==> src/rtl/tiny_cpu_run_ctrl.sv <==
`default_nettype none
// ============================================================================
// Module  : tiny_cpu_run_ctrl
// Brief   : Run/halt/single-step clock-enable controller with one PC breakpoint
// Revision: 1.0
// ============================================================================
module tiny_cpu_run_ctrl #(
  parameter int PC_W    = 5,
  parameter int CNT_W   = 16,
  parameter bit AUTORUN = 1'b1
) (
  input  logic             clk_i,
  input  logic             reset_i,
  input  logic             cmd_valid_i,
  input  logic [1:0]       cmd_op_i,
  input  logic [PC_W:0]    cmd_arg_i,
  output logic             cmd_ready_o,
  input  logic [PC_W-1:0]  cpu_pc_i,
  input  logic             cpu_fetch_i,
  output logic             cpu_en_o,
  output logic             halted_o,
  output logic             bp_hit_o,
  output logic [CNT_W-1:0] instr_cnt_o
);

  localparam logic [1:0] OP_HALT   = 2'b00;
  localparam logic [1:0] OP_RUN    = 2'b01;
  localparam logic [1:0] OP_STEP   = 2'b10;
  localparam logic [1:0] OP_SET_BP = 2'b11;

  typedef enum logic [1:0] {
    ST_HALTED = 2'd0,
    ST_RUN    = 2'd1,
    ST_STEP   = 2'd2,
    ST_DRAIN  = 2'd3
  } state_e;

  localparam state_e RESET_STATE = AUTORUN ? ST_RUN : ST_HALTED;

  state_e            state_q, state_d;
  logic              ready_q, ready_d;
  logic              halted_q, halted_d;
  logic              bp_hit_q, bp_hit_d;
  logic              bp_valid_q, bp_valid_d;
  logic [PC_W-1:0]   bp_addr_q, bp_addr_d;
  logic              bp_skip_q, bp_skip_d;
  logic [CNT_W-1:0]  cnt_q, cnt_d;

  logic              cmd_acc;
  logic              bp_match;
  logic              cpu_en;
  logic              fetch_en;

  assign cmd_acc  = cmd_valid_i & ready_q;
  assign bp_match = bp_valid_q & cpu_fetch_i & (cpu_pc_i == bp_addr_q) & ~bp_skip_q;
  assign fetch_en = cpu_en & cpu_fetch_i;

  // The enable must react to a breakpoint in the same cycle, so it is decoded, not registered.
  always_comb begin
    cpu_en = 1'b0;
    case (state_q)
      ST_RUN:   cpu_en = ~bp_match;
      ST_STEP:  cpu_en = 1'b1;
      ST_DRAIN: cpu_en = 1'b1;
      default:  cpu_en = 1'b0;
    endcase
  end

  always_comb begin
    state_d    = state_q;
    bp_hit_d   = bp_hit_q;
    bp_valid_d = bp_valid_q;
    bp_addr_d  = bp_addr_q;
    bp_skip_d  = bp_skip_q;
    cnt_d      = cnt_q + {{(CNT_W-1){1'b0}}, fetch_en};

    if (fetch_en) begin
      bp_skip_d = 1'b0;
    end

    case (state_q)
      ST_HALTED: begin
        if (cmd_acc && (cmd_op_i == OP_RUN || cmd_op_i == OP_STEP)) begin
          state_d   = (cmd_op_i == OP_RUN) ? ST_RUN : ST_STEP;
          bp_hit_d  = 1'b0;
          bp_skip_d = 1'b1;
        end
      end
      ST_RUN: begin
        if (bp_match) begin
          state_d  = ST_HALTED;
          bp_hit_d = 1'b1;
        end else if (cmd_acc && (cmd_op_i == OP_HALT || cmd_op_i == OP_STEP)) begin
          // A fetch completing this edge leaves the core mid-instruction; finish it first.
          state_d = cpu_fetch_i ? ST_DRAIN : ST_HALTED;
        end
      end
      ST_STEP:  state_d = ST_DRAIN;
      ST_DRAIN: state_d = ST_HALTED;
      default:  state_d = RESET_STATE;
    endcase

    if (cmd_acc && cmd_op_i == OP_SET_BP) begin
      bp_valid_d = cmd_arg_i[PC_W];
      bp_addr_d  = cmd_arg_i[PC_W-1:0];
    end

    ready_d  = (state_d == ST_HALTED) || (state_d == ST_RUN);
    halted_d = (state_d == ST_HALTED);
  end

  always_ff @(posedge clk_i or posedge reset_i) begin
    if (reset_i) begin
      state_q    <= RESET_STATE;
      ready_q    <= 1'b1;
      halted_q   <= ~AUTORUN;
      bp_hit_q   <= 1'b0;
      bp_valid_q <= 1'b0;
      bp_addr_q  <= '0;
      bp_skip_q  <= 1'b1;
      cnt_q      <= '0;
    end else begin
      state_q    <= state_d;
      ready_q    <= ready_d;
      halted_q   <= halted_d;
      bp_hit_q   <= bp_hit_d;
      bp_valid_q <= bp_valid_d;
      bp_addr_q  <= bp_addr_d;
      bp_skip_q  <= bp_skip_d;
      cnt_q      <= cnt_d;
    end
  end

  assign cmd_ready_o = ready_q;
  assign cpu_en_o    = cpu_en;
  assign halted_o    = halted_q;
  assign bp_hit_o    = bp_hit_q;
  assign instr_cnt_o = cnt_q;

endmodule
`default_nettype wire

==> config.mk <==
export PLATFORM = sky130hd
export DESIGN_NAME = tiny_cpu_run_ctrl
export DESIGN_NICKNAME = d
export VERILOG_FILES = /design/src/rtl/tiny_cpu_run_ctrl.sv
export SDC_FILE = /design/constraint.sdc
export NUM_CORES = 1
export LEC_CHECK = 0
export BUFFER_PORTS_ARGS = -buffer_cell sky130_fd_sc_hd__buf_2
export CAP_MARGIN = 20
export CORE_MARGIN = 3
export CORE_UTILIZATION = 52
export CTS_CLUSTER_DIAMETER = 60
export DETAILED_ROUTE_END_ITERATION = 8
export HOLD_SLACK_MARGIN = 0.03
export PLACE_DENSITY_LB_ADDON = 0.08
export SLEW_MARGIN = 20
export SYNTH_ARGS = -nofsm -noshare
export SYNTH_HDL_FRONTEND = slang
export SYNTH_SLANG_ARGS = --single-unit
==> constraint.sdc <==
create_clock -name clk_i -period 6.85 [get_ports clk_i]
set_input_delay 1.37 -clock clk_i [delete_from_list [all_inputs] [get_ports clk_i]]
set_output_delay 1.37 -clock clk_i [all_outputs]
set_load 0.02 [all_outputs]
==> results by group <==
Outcome
  • Outcome: complete, no violations

Final layout
  • N_diodes: 0
  • Area growth, synth to finish: 21.00%
  • NumNets Final: 179
  • Share of cells above drive strength 1: 35.48%
  • Non-filler cells, final: 183

Die
  • DIE WIDTH: 56.55 um
  • Die ar.: 3198 um2
  • Core area: 2318 um2
  • IO Count: 37
  • Die Height: 56.55 um
  • FP Rows: 17
  • Effective utilization at floorplan: 57.31%

Routing
  • Via density: 5.279
  • Total routed wirelength: 2.530 mm
  • Final ANT Viol Nets: 0
  • DRC: 0
  • Per-cell routed wire length: 13.83 um
  • Vias: 966
  • Drt pass-1 iters: 4
  • Initial DRC Count: 15

Worst setup path
  • Crit path capture type: output port
  • Critical path type: in -> out
  • Peak fanout along the critical path: 3
  • WP data required: 5.48 ns
  • CP arrival: 2.60 ns
  • Register-to-register setup slack: 4.22 ns
  • Startpoint types: input pin

STA
  • Slew Viols, Final: 0
  • Final hold vios: 0
  • Final WS setup: 2.878 ns
  • Final worst path period need: 3.972 ns
  • Crit share post-route: 57.98%
  • # setup viols final: 0
  • Sum Neg Setup Slack: 0 ns
  • Slew at the pin closest to its max-slew limit: 0.6304 ns
  • Worst Hold Margin: 0.4711 ns
  • Clock Skews: 0.004355 ns
  • Max Freq: 251.8 MHz
  • RSZ-0062 raised after global routing: false
  • Rel. slew slack: 57.58%

Clock network
  • CTS tree: built
  • Clock Sinks: 28
  • Post_cts resized: 0
  • Hold buffer count at cts: 0
  • Worst-path clk slew: 0.15 ns
  • CTS Root Cell: clkbuf_4
  • Inserted Clock Buffers: 3
  • Post CTS Setup Buffer Count: 0
  • Worst skew pair latency: 0.32 ns
  • CTS Buffer Depth: 2
  • H-tree depth: 1

GRT
  • Initial antenna violation count: 0
  • Grt peak-use layer: met2
  • First-pass GRT wire length: 4.388 mm
  • Met1 usage: 21.93%
  • Largest net degree at the start of global routing: 29
  • All-Layer GR Usage: 17.22%
  • Vias in the first global route: 985
  • Gr ovfl total: 0
  • Grt met3 use: 2.529%
  • Met2 GRT Util: 29.54%

Placement
  • Post-Place Worst Slack: 2.874 ns
  • Gpl congestion: 0.7678
  • Inst Count DP: 178
  • Dpl hpwl: 1.890 mm
  • PortBufs: 36

Flow run
  • Max Cap Viol: 0

Power
  • Power Dens Cells: 323.7 nW/um2
  • Peak supply drop: 0.2454 mV
  • Tot Pwr: 0.5205 mW
  • Lkg Pwr: 0.8467 nW

Logic synthesis
  • Synthesized area per cell: 11.66 um2
  • Post-Synthesis Cells: 114
  • FF+latch count, synth: 28
  • Synthesized area: 1329 um2
  • Synth Warn #: 0
  • Yosys cell types: 24
  • Syn_nets: 137
  • Seq/Total Area, Yosys: 53.01%

Min path
  • Worst min path class: reg -> reg
## synth_stat cells
| library cell | count | area share (%) |
|---|---|---|
| nor3_1 | 2 | 0.75 |
| a21oi_1 | 2 | 0.75 |
| ha_1 | 6 | 5.6 |
| mux2_2 | 6 | 5.1 |
| o21ai_0 | 2 | 0.75 |
| xor2_1 | 10 | 6.6 |
| dfstp_2 | 3 | 5.9 |
| nor4_4 | 1 | 1.6 |
| inv_1 | 8 | 2.3 |
| o31ai_1 | 1 | 0.57 |
| nand2_1 | 11 | 3.1 |
| and3_2 | 2 | 1.1 |
| nor4_1 | 1 | 0.47 |
| a31oi_1 | 1 | 0.47 |
| o211a_1 | 1 | 0.75 |
| nand4_4 | 1 | 1.6 |
| and4_4 | 1 | 0.85 |
| nand3_1 | 9 | 3.4 |
| dfrtp_1 | 25 | 47 |
| and4_1 | 2 | 1.3 |
| xnor2_1 | 9 | 5.9 |
| and2_1 | 1 | 0.47 |
| nor2_1 | 4 | 1.1 |
| nand4_1 | 5 | 2.4 |
## final timing paths
path	startpoint	end	depth (start not counted)
max in group asynchronous	reset_i	cmd_ready_o$_DFF_PP1_	3
min	instr_cnt_o[15]$_DFF_PP0_	instr_cnt_o[15]$_DFF_PP0_	1
max reg2reg	bp_addr_q[3]$_DFFE_PP0P_	instr_cnt_o[10]$_DFF_PP0_	9
min in group asynchronous	reset_i	instr_cnt_o[3]$_DFF_PP0_	2
max	cpu_pc_i[3]	cpu_en_o	5
min reg2reg	instr_cnt_o[15]$_DFF_PP0_	instr_cnt_o[15]$_DFF_PP0_	1
## cell type report
cell class                      instances  area, um2
Clock buffer                            4      36.28
Inverter                                8      30.03
Multi-Input combinational cell         78      594.3
Fill cell                             187      710.7
Timing Repair Buffer                   37      207.7
Sequential cell                        28      704.4
Tap cell                               28      35.03
## report_power, final
group	leakage [nW]	switching [mW]	internal (mW)
clock	0.0210	0.0473	0.0325
sequential	0.354	0.0452	0.220
combinational	0.472	0.0998	0.0760
total	0.847	0.192	0.328
## sequential cells by signal (all words and copies together) (netlist names)
signal and flops:
bp_addr_q 5, bp_hit_o 1, bp_skip_q 1, bp_valid_q 1
cmd_ready_o 1, halted_o 1, instr_cnt_o 16, state_q 2
## placed cells by master (no fill, tap or decap)
| cell type | n |
|---|---|
| mux2_2 | 6 |
| nand3_1 | 9 |
| clkbuf_4 | 3 |
| nor3_1 | 2 |
| buf_16 | 1 |
| a21oi_1 | 2 |
| o31ai_1 | 1 |
| clkinv_1 | 1 |
| o21ai_0 | 2 |
| nand4_1 | 5 |
| and3_2 | 2 |
| xor2_1 | 10 |
| and2_1 | 1 |
| nand2_1 | 11 |
| and4_1 | 2 |
| nand4_4 | 1 |
| xnor2_1 | 9 |
| o211a_1 | 1 |
| ha_1 | 6 |
| and4_4 | 1 |
| nor4_4 | 1 |
| clkbuf_8 | 1 |
| nor4_1 | 1 |
| nor2_1 | 4 |
| inv_1 | 7 |
| a31oi_1 | 1 |
| dfrtp_1 | 25 |
| buf_2 | 36 |
| dfstp_2 | 3 |
## through the flow
step | util, % | area [um2]
2_1_floorplan | - | 1329
3_3_place_gp | 66.59 | 1544
3_5_place_dp | 66.59 | 1544
4_1_cts | 68.16 | 1580
5_1_grt | 69.35 | 1608
6_report | 69.35 | 1608
## kinds of logic after synthesis
group | count (synthesis) | synth area share [%]
AO/OA/AOI/OAI | 7 | 3.296
XOR/XNOR | 19 | 12.52
adder cells (fa/ha/maj) | 6 | 5.650
buffers and inverters | 8 | 2.260
flip-flops | 28 | 53.01
multiplexers | 6 | 5.084
AND/OR/NAND/NOR | 40 | 18.17
## worst max-delay path, cell delays in order
cell and delay [ns]:
buf_2 0.10, xor2_1 0.13, nor4_1 0.58, a31oi_1 0.21, buf_2 0.20
## per-layer routing
metal	vias up	part of all wire [%]
met4	0	0.95
li1	470	-
met1	463	43
met3	4	5.3
met5	-	0
met2	29	50
(Power assumes the default switching activity.)
